File: config.mk
export PLATFORM = sky130hd
export DESIGN_NAME = cpu_muldiv
export DESIGN_NICKNAME = d
export VERILOG_FILES = /design/src/rtl/cpu_muldiv.sv
export SDC_FILE = /design/constraint.sdc
export NUM_CORES = 1
export LEC_CHECK = 0
export BUFFER_PORTS_ARGS = -buffer_cell sky130_fd_sc_hd__buf_2
export CAP_MARGIN = 0
export CORE_ASPECT_RATIO = 1.25
export CORE_MARGIN = 2
export CORE_UTILIZATION = 55
export DETAILED_ROUTE_END_ITERATION = 7
export PLACE_DENSITY = 0.81
export SYNTH_ARGS = -nofsm -noshare
export SYNTH_HDL_FRONTEND = slang
export SYNTH_SLANG_ARGS = --single-unit
export TNS_END_PERCENT = 20
File: constraint.sdc
create_clock -name clk -period 3.7 [get_ports clk]
set_clock_uncertainty 0.1 [all_clocks]
set_input_delay 0.555 -clock clk [delete_from_list [all_inputs] [get_ports clk]]
set_output_delay 0.555 -clock clk [all_outputs]
set_load 0.02 [all_outputs]
File: src/rtl/cpu_muldiv.sv
// cpu_muldiv: iterative RV32M-style multiply/divide unit, XLEN-generic.
// Radix-2 shift-add multiply and restoring divide, one bit per cycle, with a
// single 2*XLEN product/remainder:quotient register shared by both operations.
module cpu_muldiv #(
  parameter int unsigned XLEN = 32
) (
  input  logic            clk,
  input  logic            rst,
  input  logic            start_valid,
  output logic            start_ready,
  input  logic [2:0]      op,
  input  logic [XLEN-1:0] src_a,
  input  logic [XLEN-1:0] src_b,
  output logic            result_valid,
  input  logic            result_ready,
  output logic [XLEN-1:0] result,
  output logic            busy
);

  localparam int unsigned CNT_W = $clog2(XLEN) + 1;
  localparam int unsigned PW    = 2 * XLEN;

  localparam logic [2:0] OP_MUL    = 3'b000;
  localparam logic [2:0] OP_MULH   = 3'b001;
  localparam logic [2:0] OP_MULHSU = 3'b010;
  localparam logic [2:0] OP_MULHU  = 3'b011;
  localparam logic [2:0] OP_DIV    = 3'b100;
  localparam logic [2:0] OP_DIVU   = 3'b101;
  localparam logic [2:0] OP_REM    = 3'b110;
  localparam logic [2:0] OP_REMU   = 3'b111;

  localparam logic [XLEN-1:0] MIN_NEG = {1'b1, {(XLEN-1){1'b0}}};

  typedef enum logic [1:0] {
    S_IDLE = 2'd0,
    S_CALC = 2'd1,
    S_DONE = 2'd2
  } state_e;

  state_e            state_q, state_d;
  logic [CNT_W-1:0]  cnt_q, cnt_d;
  logic [2:0]        op_q, op_d;
  logic              neg_q, neg_d;     // product / quotient sign
  logic              rneg_q, rneg_d;   // remainder sign (dividend sign)
  logic [XLEN-1:0]   opnd_q, opnd_d;   // multiplicand or divisor magnitude
  logic [PW-1:0]     prod_q, prod_d;   // product, or {remainder, quotient}
  logic [XLEN-1:0]   result_q, result_d;
  logic              start_ready_q, result_valid_q, busy_q;

  // Operand decode at the accept edge
  logic            accept;
  logic            is_div, a_signed, b_signed, sa, sb;
  logic [XLEN-1:0] mag_a, mag_b;
  logic            div_zero, div_ovf, fast;
  logic [XLEN-1:0] fast_res;

  always_comb begin
    accept   = start_valid && (state_q == S_IDLE);
    is_div   = op[2];
    a_signed = (op != OP_MULHU) && (op != OP_DIVU) && (op != OP_REMU);
    b_signed = (op == OP_MUL) || (op == OP_MULH) || (op == OP_DIV) || (op == OP_REM);
    sa       = a_signed && src_a[XLEN-1];
    sb       = b_signed && src_b[XLEN-1];
    mag_a    = sa ? (~src_a + XLEN'(1)) : src_a;
    mag_b    = sb ? (~src_b + XLEN'(1)) : src_b;
    div_zero = is_div && (src_b == '0);
    div_ovf  = ((op == OP_DIV) || (op == OP_REM)) && (src_a == MIN_NEG) && (src_b == '1);
    fast     = div_zero || div_ovf;
    // op[1] selects REM/REMU among the divide ops
    if (div_zero) begin
      fast_res = op[1] ? src_a : '1;
    end else begin
      fast_res = op[1] ? '0 : src_a;
    end
  end

  // One iteration step for each operation, plus the final sign fixup
  logic [XLEN:0]   mul_sum;
  logic [PW-1:0]   mul_next;
  logic [XLEN+1:0] div_diff;
  logic [PW-1:0]   div_next;
  logic [PW-1:0]   prod_s;
  logic [XLEN-1:0] quo_s, rem_s, fix_res;

  always_comb begin
    mul_sum  = {1'b0, prod_q[PW-1:XLEN]} + (prod_q[0] ? {1'b0, opnd_q} : '0);
    mul_next = {mul_sum, prod_q[XLEN-1:1]};
    div_diff = {1'b0, prod_q[PW-1:XLEN], prod_q[XLEN-1]} - {2'b00, opnd_q};
    div_next = div_diff[XLEN+1] ? {prod_q[PW-2:0], 1'b0}
                                : {div_diff[XLEN-1:0], prod_q[XLEN-2:0], 1'b1};
    prod_s   = neg_q  ? (~prod_q + PW'(1)) : prod_q;
    quo_s    = neg_q  ? (~prod_q[XLEN-1:0] + XLEN'(1)) : prod_q[XLEN-1:0];
    rem_s    = rneg_q ? (~prod_q[PW-1:XLEN] + XLEN'(1)) : prod_q[PW-1:XLEN];
    if (op_q[2]) begin
      fix_res = op_q[1] ? rem_s : quo_s;
    end else begin
      fix_res = (op_q == OP_MUL) ? prod_s[XLEN-1:0] : prod_s[PW-1:XLEN];
    end
  end

  // State register and registered handshake flags
  always_ff @(posedge clk) begin
    if (rst) begin
      state_q        <= S_IDLE;
      start_ready_q  <= 1'b1;
      result_valid_q <= 1'b0;
      busy_q         <= 1'b0;
    end else begin
      state_q        <= state_d;
      start_ready_q  <= (state_d == S_IDLE);
      result_valid_q <= (state_d == S_DONE);
      busy_q         <= (state_d != S_IDLE);
    end
  end

  // Next-state logic
  always_comb begin
    state_d = state_q;
    unique case (state_q)
      S_IDLE: if (accept) state_d = fast ? S_DONE : S_CALC;
      S_CALC: if (cnt_q == CNT_W'(XLEN)) state_d = S_DONE;
      S_DONE: if (result_ready) state_d = S_IDLE;
      default: state_d = S_IDLE;
    endcase
  end

  // Datapath next values: operand capture, iteration, fixup/result write
  always_comb begin
    cnt_d    = cnt_q;
    op_d     = op_q;
    neg_d    = neg_q;
    rneg_d   = rneg_q;
    opnd_d   = opnd_q;
    prod_d   = prod_q;
    result_d = result_q;
    unique case (state_q)
      S_IDLE: begin
        if (accept) begin
          cnt_d  = '0;
          op_d   = op;
          neg_d  = sa ^ sb;
          rneg_d = sa;
          if (is_div) begin
            opnd_d = mag_b;
            prod_d = {{XLEN{1'b0}}, mag_a};
          end else begin
            opnd_d = mag_a;
            prod_d = {{XLEN{1'b0}}, mag_b};
          end
          if (fast) result_d = fast_res;
        end
      end
      S_CALC: begin
        if (cnt_q != CNT_W'(XLEN)) begin
          prod_d = op_q[2] ? div_next : mul_next;
          cnt_d  = cnt_q + CNT_W'(1);
        end else begin
          result_d = fix_res;
        end
      end
      default: ;
    endcase
  end

  // Datapath registers
  always_ff @(posedge clk) begin
    if (rst) begin
      cnt_q    <= '0;
      op_q     <= '0;
      neg_q    <= 1'b0;
      rneg_q   <= 1'b0;
      opnd_q   <= '0;
      prod_q   <= '0;
      result_q <= '0;
    end else begin
      cnt_q    <= cnt_d;
      op_q     <= op_d;
      neg_q    <= neg_d;
      rneg_q   <= rneg_d;
      opnd_q   <= opnd_d;
      prod_q   <= prod_d;
      result_q <= result_d;
    end
  end

  assign start_ready  = start_ready_q;
  assign result_valid = result_valid_q;
  assign busy         = busy_q;
  assign result       = result_q;

endmodule

==> results of run 1 <==
==> placed cells by master (no fill, tap or decap), drive strengths merged, types with 13 or more instances in the layout <==
| cell | synthesis | routed |
|---|---|---|
| a211oi | 41 | 41 |
| a21o | 42 | 42 |
| a21oi | 173 | 173 |
| a221oi | 15 | 15 |
| a22oi | 15 | 15 |
| a31oi | 25 | 25 |
| and2 | 19 | 19 |
| and3 | 18 | 18 |
| buf | 39 | 207 |
| clkbuf | 131 | 17 |
| dfxtp | 144 | 144 |
| ha | 71 | 71 |
| inv | 74 | 79 |
| maj3 | 22 | 22 |
| mux2i | 52 | 52 |
| nand2 | 230 | 230 |
| nand2b | 13 | 13 |
| nand3 | 40 | 40 |
| nand4 | 22 | 22 |
| nor2 | 222 | 222 |
| nor3 | 74 | 74 |
| nor4 | 20 | 20 |
| o211ai | 55 | 55 |
| o21ai | 165 | 165 |
| o31ai | 42 | 42 |
| o41ai | 16 | 16 |
| or2 | 16 | 16 |
| or3 | 28 | 28 |
| or4 | 16 | 16 |
| xnor2 | 94 | 94 |
| xor2 | 93 | 93 |
==> area by class of cell <==
type / instances / area share
Multi-Input combinational cell: 1778 / 0.675
Sequential cell: 144 / 0.169
Clock buffer: 17 / 0.0249
Tap cell: 350 / 0.0257
Clock inverter: 14 / 0.0105
Inverter: 74 / 0.0163
Timing Repair Buffer: 207 / 0.0783
==> registers in the layout, summed over array words and instances, names as in the netlist <==
| signal | flops |
|---|---|
| result_valid | 1 |
| prod_q | 64 |
| cnt_q | 6 |
| neg_q | 1 |
| op_q | 3 |
| opnd_q | 32 |
| start_ready | 1 |
| rneg_q | 1 |
| result | 32 |
| busy | 1 |
| state_q | 2 |
==> power groups by stage <==
stage / logic [mW] / clock network (mW) / registers (mW)
after floorplan: 1.43 / 0 / 1.73
after global placement: 1.98 / 0 / 1.79
after detailed placement: 2.02 / 0 / 1.80
after CTS: 2.03 / 1.85 / 1.76
after global routing: 2.25 / 1.89 / 1.78
final: 2.10 / 1.84 / 1.77
==> through the flow <==
step / setup WS (ps) / cells / power [mW]
6_report: 162 / 2584 / 5.72
5_1_grt: -6.74 / 2584 / 5.92
4_1_cts: 120 / 2584 / 5.64
3_5_place_dp: 65.5 / 2553 / 3.81
3_3_place_gp: 101 / 2553 / 3.78
2_1_floorplan: 171 / 2166 / 3.16
==> worst min-delay path by stage <==
stage,end,cells after the start,slack [ps],from
5_1_grt,state_q[1],3,340,result_ready
3_3_place_gp,opnd_q[8],2,340,opnd_q[8]
3_5_place_dp,opnd_q[5],2,350,opnd_q[5]
4_1_cts,state_q[1],3,320,result_ready
2_1_floorplan,opnd_q[14],2,330,opnd_q[14]
6_report,state_q[1],3,340,result_ready
==> cells by family (layout without fill, tap and decap cells) <==
kind of cell             count (synthesis)  after routing  synth area share
XOR/XNOR                               187            187             0.107
multiplexers                            63             63            0.0420
AO/OA/AOI/OAI                          686            686             0.291
flip-flops                             144            144             0.188
buffers and inverters                  244            312            0.0638
AND/OR/NAND/NOR                        747            747             0.234
adder cells (fa/ha/maj)                 95             95            0.0748
==> worst max-delay path: cells and delay by family (launching register included) <==
kind	cells	cell delay, ps
AOI/OAI and AO/OA	8	2130
DFF	1	410
adders and majority gates	1	400
and+or+nand+nor	1	270
buffers and inverters	1	110
==> layer usage <==
layer	wire length, um	GRT usage	vias to the layer above	part of all wire
met1	21500	0.454	7963	0.37
met4	3850	0.235	0	0.067
li1	-	-	7962	-
met3	5290	0.0589	220	0.092
met2	27000	0.646	1048	0.47
met5	0	0	-	0
==> synthesized netlist by cell type (all sizes together) (52+ instances only) <==
library cell  count  area (um2)
ha               71         888
xor2             93         815
mux2i            52         521
o211ai           55         413
nor3             74         387
clkbuf          131         493
dfxtp           144        2880
inv              74         278
nand2           230         866
o21ai           165         830
xnor2            94         823
nor2            222         841
a21oi           173         870
==> repair_timing <==
action | CTS | global route
setup endpoints to repair | 0 | 4
resized for setup | 0 | 6
buffers inserted | 0 | 0
hold buffers | 0 | 0
==> flow_summary.toml, run 1 <==
[outcome]
outcome = "finished with violations"
failed_checks = "DRC"

[floorplanning]
fp.dieW_um = 153
die-height_um = 191
ioPinCount = 106
die_area_um2 = 29300
rows = 68
initial_core_util = 0.557
core_um2 = 27600

[power]
seq_power_share = 0.310
p_int_mw = 3.49
p_comb_frac = 0.368
p_leak_nw = 7.05
p_sw_frac = 0.390
pwr-share-clk = 0.322
irDropWorstVdd_mv = 0.332
pwr_density_cell_nw_per_um2 = 335
p_sw_mw = 2.23

[worst_setup_path]
r2r_end = "prod_q[63]"
arrival_ps = 3780
crit_chain = "inv_1 > ha_1 > a21o_1 > a31o_2 > a221o_1 > or2_0 > o21ai_1 > o21ai_0 > o311ai_0 > a21oi_1 > a32o_1"
crit_path_end_kind = "flip-flop"
r2r-start = "opnd_q[15]"
critPathKind = "flip-flop to flip-flop"
crit_required_ps = 3940
crit_path_max_incr_delay_ps = 410
critPathSlowestCell = "dfxtp_1"
rr_worst_depth = 11
crit_end = "prod_q[63]"
crit_fanout = 6
crit_start = "opnd_q[15]"
cp-start-kind = "flip-flop"
ff2ff_setup_slack_ps = 160

[cts]
cts_made_buffers = 17
clk_path_buf_depth = 2
h-tree-depth = 4
clkTransAtPathRegs_ps = 70
clock_sinks = 144
clk_latency_ps = 450
cts_tree = "done"
root_buffer = "clkbuf_16"

[synthesis]
syn_area_um2 = 15300
yosysUniqueCellTypes = 92
ys_seq_area_frac = 0.188
ys_ff_latch = 144
async_flop_share = 0
syn_inst = 2166
synth-edff-count = 0
syn_area_per_cell_um2 = 7.09
ys.warnings.count = 0
synth_nets = 2310
ys.flop_type = "dfxtp_1"

[sta]
holdWs_ps = 339
hold_viol_final = 0
min_period_over_period = 0.956
final_max_slew_viol_count = 0
relSlewSlack = 0.370
final-setup-viol-count = 0
tightest_slew_ps = 945
setup_tns_ps = 0
layout_min_cycle_time_ps = 3540
fmax_mhz = 283
rsz0062_at_grt = "true"

[drt]
dr.pass1.iters = 8
antenna_left = 0
wl_per_cell_um = 22.3
first_iter_violations = 1768
vias = 17193
post-route-drc-count = 4
viasPerCell = 6.65
finalWirelength_um = 57600

[global_routing]
track_usage = 0.381
antenna_found_initial = 0
grt_overflow = 0
grt_pass1_vias = 15982
grt_pass1_wl_um = 88500
grt_start_max_net_pins = 68

[final_layout]
n_fill_cell = 2517
nets = 2366
final_cell_area_um2 = 17100
ff_latch_area_um2 = 2890
areaGrowthSynthToFinish_pct = 11.1
multiInputGateArea_um2 = 11500
final_core_util = 0.619
drive_gt1_frac = 0.133
n_antenna_cell = 0

[hold_path]
holdCritPathClass = "primary input to flip-flop"

[placed_design]
io_buffers = 105
gp_congestion = 1.02
post-dp-hpwl_um = 44100
place_area_um2 = 16400

[flow_run]
cap_violations = 0
Power figures use the tool's default switching activity.
==> run 2: changes to the inputs <==
--- a/config.mk
+++ b/config.mk
@@ -10,6 +10,7 @@
 export CORE_ASPECT_RATIO = 1.25
 export CORE_MARGIN = 2
 export CORE_UTILIZATION = 55
+export CTS_BUF_LIST = sky130_fd_sc_hd__clkbuf_8
 export DETAILED_ROUTE_END_ITERATION = 7
 export PLACE_DENSITY = 0.81
 export SYNTH_ARGS = -nofsm -noshare
==> constraint.sdc (replaced) <==
create_clock -name clk -period 3.7 [get_ports clk]
set_clock_uncertainty 0.1 [all_clocks]
set_input_delay 0.555 -clock clk [delete_from_list [all_inputs] [get_ports clk]]
set_output_delay 0.555 -clock clk [all_outputs]
set_load 0.1 [all_outputs]
==> run 2 against run 1 <==
Against the previous run: the run now ends clean; flip-flop and latch count unchanged; worst setup slack got worse by 12 ps; design area decreased by 1.1%; sequential power about the same; largest power group unchanged.
==> flow_summary.toml, run 2 (same netlist as run 1, synthesis figures left out) <==
[cts]
clkTransAtPathRegs_ps = 90
clock_sinks = 144
post_cts_buffers = 0
root_buffer = "clkbuf_8"
cts_made_buffers = 17
h-tree-depth = 4
clk_path_buf_depth = 2
cts_tree = "done"
clk_latency_ps = 500
ctsHoldBuffers = 0

[sta]
layout_min_cycle_time_ps = 3550
fmax_mhz = 282
rsz0062_at_grt = "true"
final-setup-viol-count = 0
tightest_slew_ps = 944
min_period_over_period = 0.959
setup_tns_ps = 0
final_max_slew_viol_count = 0
layout_setup_ws_ps = 150
hold_viol_final = 0
relSlewSlack = 0.370

[placed_design]
gp_congestion = 1.02
place_area_um2 = 16400
post-dp-hpwl_um = 44100
placedCellCount = 2553
io_buffers = 105
dp_slack_ps = 65.5

[worst_setup_path]
crit_required_ps = 3990
crit_path_end_kind = "flip-flop"
crit_fanout = 5
critPathKind = "flip-flop to flip-flop"
cp-start-kind = "flip-flop"
arrival_ps = 3840

[final_layout]
final_cell_area_um2 = 16900
final_common_cell = "nand2_1"
drive_gt1_frac = 0.133
regMostFlops = "prod_q"
ff_latch_area_um2 = 2890
n_fill_cell = 2561
multiInputGateArea_um2 = 11500
nets = 2366
n_antenna_cell = 0
final_cells = 2584
final_cell_mix = "nand2_1, nor2_1, a21oi_1"
areaGrowthSynthToFinish_pct = 9.86
largest_reg_flops = 64

[drt]
wl_per_cell_um = 22.2
vias = 17158
antenna_left = 0
dr.pass1.iters = 6
viasPerCell = 6.64
post-route-drc-count = 0
finalWirelength_um = 57400
first_iter_violations = 1977

[floorplanning]
rows = 68
initial_core_util = 0.557
ioPinCount = 106
die-height_um = 191
fp.dieW_um = 153
die_area_um2 = 29300
core_um2 = 27600

[power]
pwr_density_cell_nw_per_um2 = 313
p_total_mw = 5.28
p_int_mw = 3.09
p_leak_nw = 6.97
p_sw_frac = 0.415
irDropWorstVdd_mv = 0.263
seq_power_share = 0.336
p_comb_frac = 0.399
p_sw_mw = 2.19
pwr-share-clk = 0.265

[global_routing]
track_usage = 0.380
grt_pass1_vias = 15901
grt_overflow = 0
antenna_found_initial = 0
grt_pass1_wl_um = 88000
grt_start_max_net_pins = 68

[hold_path]
holdCritPathClass = "primary input to flip-flop"

[flow_run]
cap_violations = 0

[outcome]
outcome = "complete, no violations"
[run 2: final cells by class]
cell class	count	share of cell area
multi-input cells	1778	0.683
flip-flops and latches	144	0.171
repair buffers	207	0.0792
well taps	350	0.0260
inverters	74	0.0165
clock buffers	17	0.0139
clock inverters	14	0.0106
[run 2: worst paths after layout]
kind	startpoint	to	slack, ps	cells past startpoint
setup reg to reg	prod_q[0]	prod_q[63]	150	12
hold / removal	result_ready	state_q[1]	300	3
hold reg to reg	opnd_q[5]	opnd_q[5]	360	2
setup / recovery	prod_q[0]	prod_q[63]	150	12
[run 2: what timing repair did]
item | 4_1_cts | 5_1_grt
endpoints found under the setup margin | 0 | 4
endpoints found under the hold margin | 0 | 0
resized for setup | 0 | 6
[run 2: routing by layer]
metal	share of wire	global-route usage	up-vias	wire (um)
met3	0.092	0.0614	216	5260
li1	-	-	7970	-
met1	0.38	0.451	7972	21500
met4	0.069	0.235	0	3960
met5	0	0	-	0
met2	0.46	0.641	1000	26700
[run 2: worst max-delay path, stage by stage, from the launching register on]
cell and delay, ps:
dfxtp_1 320, inv_1 150, nor2_1 70, ha_1 340, and3_1 230, a221o_1 400, a21oi_1 310, nand3_1 180
a21boi_1 260, o211ai_1 270, a221oi_1 360, o21ai_0 170, a32o_1 280
[run 2: through the flow]
stage | hold WS (ps) | util
2_1_floorplan | 332 | -
3_3_place_gp | 341 | 0.596
3_5_place_dp | 348 | 0.596
4_1_cts | 273 | 0.611
5_1_grt | 284 | 0.612
6_report | 295 | 0.612
[run 2: power groups by stage]
stage               sequential, mW  clock (mW)  combinational (mW)
floorplan                     1.74           0                1.43
global placement              1.79           0                1.99
detailed placement            1.80           0                2.03
CTS                           1.76        1.40                2.04
global route                  1.78        1.45                2.25
finish                        1.77        1.40                2.11
